==> config.mk <==
export PLATFORM = sky130hd
export DESIGN_NAME = clk_div_multi
export DESIGN_NICKNAME = d
export VERILOG_FILES = /design/src/rtl/clk_div_multi_pkg.sv /design/src/rtl/clk_div_chan.sv /design/src/rtl/clk_div_multi.sv
export SDC_FILE = /design/constraint.sdc
export NUM_CORES = 1
export LEC_CHECK = 0
export ABC_AREA = 1
export BUFFER_PORTS_ARGS = -buffer_cell sky130_fd_sc_hd__buf_4
export CAP_MARGIN = 20
export CORE_MARGIN = 2
export CORE_UTILIZATION = 35
export CTS_BUF_LIST = sky130_fd_sc_hd__clkbuf_8
export DETAILED_ROUTE_END_ITERATION = 10
export SYNTH_ARGS = -nofsm -noshare
export SYNTH_HDL_FRONTEND = slang
export SYNTH_HIERARCHICAL = 1
export SYNTH_SLANG_ARGS = --single-unit
export TNS_END_PERCENT = 20
==> constraint.sdc <==
create_clock -name i_ref_clk -period 2 [get_ports i_ref_clk]
set_input_delay 0.1 -clock i_ref_clk [delete_from_list [all_inputs] [get_ports i_ref_clk]]
set_output_delay 0.1 -clock i_ref_clk [all_outputs]
set_load 0.01 [all_outputs]
==> src/rtl/clk_div_multi_pkg.sv <==
// rtl/clk_div_multi_pkg.sv - shared channel state encoding and ratio limit for clk_div_multi
package clk_div_multi_pkg;

  typedef enum logic [1:0] {
    IDLE = 2'b00,
    HIGH = 2'b01,
    LOW  = 2'b10
  } chan_state_e;

  // Ratios below this keep a channel in reference-clock bypass.
  localparam int unsigned MIN_ACT_RATIO = 2;

endpackage

==> src/rtl/clk_div_chan.sv <==
// rtl/clk_div_chan.sv - one glitch-free divider channel; CLK_DIV_MULTI_RISE_PULSE_EN adds o_rise_pulse
module clk_div_chan
  import clk_div_multi_pkg::*;
#(
  parameter int DivRatio_Width = 8
) (
  input  logic                      i_ref_clk,
  input  logic                      i_rst_n,
  input  logic                      i_clk_en,
  input  logic [DivRatio_Width-1:0] i_div_ratio,
  output logic                      o_div_clk,
`ifdef CLK_DIV_MULTI_RISE_PULSE_EN
  output logic                      o_rise_pulse,
`endif
  output logic                      o_active
);

  localparam logic [DivRatio_Width-1:0] ONE   = DivRatio_Width'(1);
  localparam logic [DivRatio_Width-1:0] MIN_R = DivRatio_Width'(MIN_ACT_RATIO);

  chan_state_e               state_q, state_d;
  logic [DivRatio_Width-1:0] cnt_q, cnt_d;
  logic [DivRatio_Width-1:0] act_ratio_q, act_ratio_d;
  logic [DivRatio_Width-1:0] hi_len, lo_len;
  logic                      active_q;
  logic                      start_ok;

  assign hi_len   = act_ratio_q >> 1;
  assign lo_len   = act_ratio_q - hi_len;
  assign start_ok = i_clk_en && (i_div_ratio >= MIN_R);

  always_ff @(posedge i_ref_clk or negedge i_rst_n) begin
    if (!i_rst_n) begin
      state_q     <= IDLE;
      cnt_q       <= ONE;
      act_ratio_q <= '0;
      active_q    <= 1'b0;
    end else begin
      state_q     <= state_d;
      cnt_q       <= cnt_d;
      act_ratio_q <= act_ratio_d;
      active_q    <= (state_d != IDLE);
    end
  end

  // Enable and ratio are only consulted in IDLE and at the LOW->HIGH boundary.
  always_comb begin
    state_d     = state_q;
    cnt_d       = cnt_q;
    act_ratio_d = act_ratio_q;
    case (state_q)
      IDLE: begin
        act_ratio_d = i_div_ratio;
        cnt_d       = ONE;
        if (start_ok) state_d = HIGH;
      end
      HIGH: begin
        if (cnt_q == hi_len) begin
          state_d = LOW;
          cnt_d   = ONE;
        end else begin
          cnt_d = cnt_q + ONE;
        end
      end
      LOW: begin
        if (cnt_q == lo_len) begin
          cnt_d = ONE;
          if (!start_ok) begin
            state_d = IDLE;
          end else begin
            act_ratio_d = i_div_ratio;
            state_d     = HIGH;
          end
        end else begin
          cnt_d = cnt_q + ONE;
        end
      end
      default: begin
        state_d = IDLE;
        cnt_d   = ONE;
      end
    endcase
  end

  always_comb begin
    o_div_clk = (state_q == IDLE) ? i_ref_clk : (state_q == HIGH);
    o_active  = active_q;
  end

`ifdef CLK_DIV_MULTI_RISE_PULSE_EN
  // Counter is 1 only in the first HIGH cycle, so this fires once per period.
  logic rise_pulse_q;

  always_ff @(posedge i_ref_clk or negedge i_rst_n) begin
    if (!i_rst_n) rise_pulse_q <= 1'b0;
    else          rise_pulse_q <= (state_q == HIGH) && (cnt_q == ONE);
  end

  assign o_rise_pulse = rise_pulse_q;
`endif

endmodule

==> src/rtl/clk_div_multi.sv <==
// rtl/clk_div_multi.sv - NUM_CH independent integer clock dividers; CLK_DIV_MULTI_RISE_PULSE_EN adds o_rise_pulse
module clk_div_multi
  import clk_div_multi_pkg::*;
#(
  parameter int DivRatio_Width = 8,
  parameter int NUM_CH         = 2
) (
  input  logic                             i_ref_clk,
  input  logic                             i_rst_n,
  input  logic [NUM_CH-1:0]                i_clk_en,
  input  logic [NUM_CH*DivRatio_Width-1:0] i_div_ratio,
  output logic [NUM_CH-1:0]                o_div_clk,
`ifdef CLK_DIV_MULTI_RISE_PULSE_EN
  output logic [NUM_CH-1:0]                o_rise_pulse,
`endif
  output logic [NUM_CH-1:0]                o_active
);

  for (genvar k = 0; k < NUM_CH; k++) begin : g_chan
    clk_div_chan #(
      .DivRatio_Width(DivRatio_Width)
    ) u_chan (
      .i_ref_clk   (i_ref_clk),
      .i_rst_n     (i_rst_n),
      .i_clk_en    (i_clk_en[k]),
      .i_div_ratio (i_div_ratio[k*DivRatio_Width +: DivRatio_Width]),
      .o_div_clk   (o_div_clk[k]),
`ifdef CLK_DIV_MULTI_RISE_PULSE_EN
      .o_rise_pulse(o_rise_pulse[k]),
`endif
      .o_active    (o_active[k])
    );
  end

endmodule

After elaboration in Yosys (flattened, before gate mapping). Cells that the tools add are included.

Mux-type cells: 24. Multiply operators: 0. Shift operators: 0. Add/subtract/negate cells: 4. Order comparisons: 2. Equality and inequality tests: 12. Reductions and logical operators: 10. Divide/modulo/power cells: 0. Bitwise gates (word level): 0.

Operator list (number): two-way mux 8 bit (8); case mux 8 bit (2 select lines) (4); adder 8 x 1 -> 8 bit (second input constant) (2); == test 8 x 7 -> 1 bit (2); == test 8 bit (2); greater-or-equal comparator 8 x 2 -> 1 bit (second input constant) (2); subtractor 8 x 7 -> 8 bit (2); two-way mux 2 bit (6); case mux 2 bit (3 select lines) (2); != test 2 x 1 -> 1 bit (second input constant) (4); nonzero test 2 bit (4); AND reduction 3 bit (2); == test 2 x 1 -> 1 bit (second input constant) (2); == test 2 bit (second input constant) (2); zero test 2 bit (2); two-way mux 1 bit (4); logical AND 1 bit (2).

Word-level logic and storage cells: 60. Flip-flop bits (word level): 38. Input bits: 20. Bits in writable memories: 0. Memories: 0. Memory bits (read-only): 0. Latch bits: 0.

Longest topological paths before layout.
Depth in word-level cells: 6. Gate-level depth with buffers: 18. Gate-level depth less buffers: 18.

Modules after synthesis. Netlist, hierarchy kept.

Modules (own cells, without submodules): clk_div_chan (cells each 228, instances 2, area each 1687.9 sq um).

==> results by group <==
Cells and area
  • Core Util, Final: 47.67%
  • Final design area excluding fillers: roughly 0.0044 sq mm
  • Final non-filler cell total: 672
  • Synthesis-to-layout area growth: 31.10%
  • Final nets: 588
  • Fraction of layout cells with a size suffix above 1: 33.15%
  • # diodes: 0

Timing
  • Max Slew Vio Count: 0
  • Tcrit/Tclk final: 106.7%
  • Fin crit period: 2.133 ns
  • Setup TNS: -2.864 ns
  • Slew @ Worst Pin: between 0.5 and 0.6 ns
  • Max Clock Freq: between 400 and 500 MHz
  • Setup violators final: 36
  • Clock skew: 0.01508 ns
  • Hold Worst Slack: 0.2272 ns
  • RSZ-0062 raised after global routing: yes
  • Final hold vios: 0
  • Final worst setup slack: -0.1331 ns
  • Worst slew margin: 64.38%

Global route
  • Grt ovf: 0
  • GRT Total Usage: 16.69%
  • Initial antenna violation count: 0
  • Vias in the first global route: 2999
  • Largest net degree at the start of global routing: 39
  • First-pass GRT wire length: 13730 microns

Power
  • Sequential Power Share: 15.7%
  • Cell Int Power: 4.097 mW
  • Switching part of the total: roughly half
  • P_leak: 2.290 nW
  • Worst VDD drop: 0.8080 mV
  • Clock group share of total power: 10.3%
  • PwrDens: 1867 mW/mm^2
  • P_sw: 4.167 mW
  • Comb pwr share: 74.0%
  • Final Power: 8.265 mW

Die
  • IO Pins: 24
  • Die Wd: 102.2 microns
  • Die ar.: 0.01045 sq mm
  • Initial core utilization: 36.36%
  • Row count: 35
  • Core Area: 0.009284 sq mm
  • Die height: 102.2 microns

Detailed routing
  • Wirelength per Cell: 11.75 microns
  • Post-route ant nets: 0
  • Vias/cell: 4.408
  • DR iter-0 viols: 125
  • Routed wire length: 7893 microns
  • Drt first pass iters: 4
  • Vias: 2962
  • DRC errors left: 0

Place
  • Placed cell area: 0.003923 sq mm
  • Dpl hpwl: 5720 microns
  • Buffers on Ports: 23
  • Placed instance count: 638
  • Pre-CTS setup slack: -0.2238 ns
  • Final Wtd Congestion: between 0.8 and 0.9

Synthesis
  • Yosys warning total: 6
  • Seq/Total Area, Yosys: 28.24%
  • Primary FF master, synth: dfrtp_1
  • Synthesized Nets: roughly 500
  • Syn Std Cell Area: 0.003376 sq mm
  • Dominant cell by count in the synthesized netlist: nand2_1
  • Mapped Cells: 456
  • Library cells used by synthesis: 33
  • Top post-synthesis cells by area: dfrtp_1 (27%), nand2_1 (13%), ha_1 (8.9%)
  • Syn Area/Cell: 7.403 sq um
  • Synth Register Bits: 38
  • Async set or reset register ratio after synthesis: between 90% and 100%
  • Synth top cells by count: nand2_1 (120), inv_1 (76), dfrtp_1 (36)
  • Post-synth EDFFs: 0
  • Share of the synthesized area in the top cell type: 26.69%
  • Largest area contributor in the netlist: dfrtp_1

Critical path
  • Critical-path top delay cell: fa_2
  • Crit end category: flip-flop
  • Max stage delay on crit path: 0.52 ns
  • CP top delay family: simple AND/OR/NAND/NOR gates
  • Critical-path cell list: ha_4, fa_2, xnor2_1, nor2_1, nand2_2, nor2_4, nand2_4, nor2_4, nand2_4, nand2_8, nand2_1, o21ai_2
  • Worst path arrival time: ~2.5 ns
  • CP Data Required Time: 2.32 ns
  • Critical Path Source Type: flip-flop
  • CP Max Fanout: 8
  • Setup Crit Path Kind: reg -> reg
  • Crit path buffers/inverters: 0

CTS
  • CTS tree: done
  • Worst skew pair latency: 0.40 ns
  • Clock transition at path regs: approximately 0.090 ns

Outcome
  • Failing checks: setup timing
  • Status: finished, violations left

Run
  • Max Cap Viol: 0

Hold path
  • Worst hold path class: in -> async
==> sequential cells by signal, summed over array words and instances, names as in the netlist <==
signal / flops
g_chan.u_chan/act_ratio_q: 16
g_chan.u_chan/cnt_q: 16
g_chan.u_chan/state_q: 4
g_chan.u_chan/o_active: 2
==> kinds of logic (layout without fill, tap and decap cells) <==
| kind of cell | after synthesis | count (layout) | synth area share, % |
|---|---|---|---|
| xor gates and xnor gates | 30 | 30 | 7.783 |
| DFF | 38 | 38 | 28.24 |
| buffers and inverters | 86 | 171 | 11.05 |
| adders and majority gates | 26 | 26 | 10.08 |
| AOI/OAI and AO/OA | 38 | 38 | 7.857 |
| and+or+nand+nor | 238 | 240 | 34.99 |
==> power by group through the flow <==
stage | Clock [mW] | Sequential [mW] | Combinational [mW]
after floorplan | 0.0525 | 1.27 | 4.34
after global placement | 0.111 | 1.31 | 5.53
after detailed placement | 0.111 | 1.31 | 5.63
after CTS | 0.891 | 1.30 | 5.95
after global routing | 0.939 | 1.34 | 6.88
final | 0.850 | 1.30 | 6.12
==> path summary, 6_finish.rpt <==
path	startpoint	end	slack, ns	depth (start not counted)
min in group i_ref_clk	i_clk_en[1]	g_chan[1].u_chan/state_q[1]	0.30	7
min reg2reg	g_chan[1].u_chan/cnt_q[7]	g_chan[1].u_chan/cnt_q[7]	0.61	2
max reg2reg	g_chan[1].u_chan/act_ratio_q[1]	g_chan[1].u_chan/act_ratio_q[6]	-0.13	12
max	g_chan[1].u_chan/act_ratio_q[1]	g_chan[1].u_chan/act_ratio_q[6]	-0.13	12
min	i_rst_n	g_chan[0].u_chan/cnt_q[4]	0.23	2
max in group asynchronous	i_rst_n	g_chan[0].u_chan/cnt_q[0]	1.39	2
==> per-layer routing <==
layer / global-route usage (%) / vias to the layer above / wire length [microns]
li1: - / 1581 / -
met3: 2.873 / 10 / 129
met2: 26.52 / 24 / 3722
met1: 23.09 / 1347 / 3966
met4: 5.538 / 0 / 75
met5: 0 / - / 0
==> what timing repair did <==
action | in CTS | in global routing
setup endpoints to repair | 37 | 38
gates resized for setup | 18 | 23
hold buffers | 17 | 0
cloned | 2 | 0
endpoints found under the hold margin | 52 | 0
pin swaps | 17 | 14
setup buffers | 2 | 1
==> cell type report <==
cell class / instances / area [sq um]
fill: 937 / 4858
tap: 129 / 161.4
multi-input combinational: 334 / 2236
clock inverter: 3 / 11.26
sequential: 38 / 953.4
timing repair buffer: 77 / 624.3
clock buffer: 11 / 138.9
inverter: 80 / 300.3
==> cells in the final DEF (no fill, tap or decap), types with 2 or more instances in the layout <==
cell type / count
a21boi_0: 2
a21oi_1: 8
buf_4: 61
clkbuf_8: 9
clkinv_1: 2
dfrtp_1: 36
dfstp_2: 2
dlygate4sd3_1: 17
fa_2: 2
ha_1: 19
ha_2: 4
inv_1: 73
inv_2: 8
nand2_1: 105
nand2_2: 37
nand2_4: 8
nand2_8: 4
nand3_1: 16
nand3_2: 10
nand3_4: 2
nand3b_1: 2
nand4_1: 2
nor2_1: 30
nor2_2: 4
nor2_4: 4
nor3_1: 8
nor4_1: 4
o21ai_0: 6
o21ai_2: 18
o31ai_1: 2
or2_4: 4
xnor2_1: 10
xor2_1: 20
Note: power is estimated with default switching activity, not from simulation.
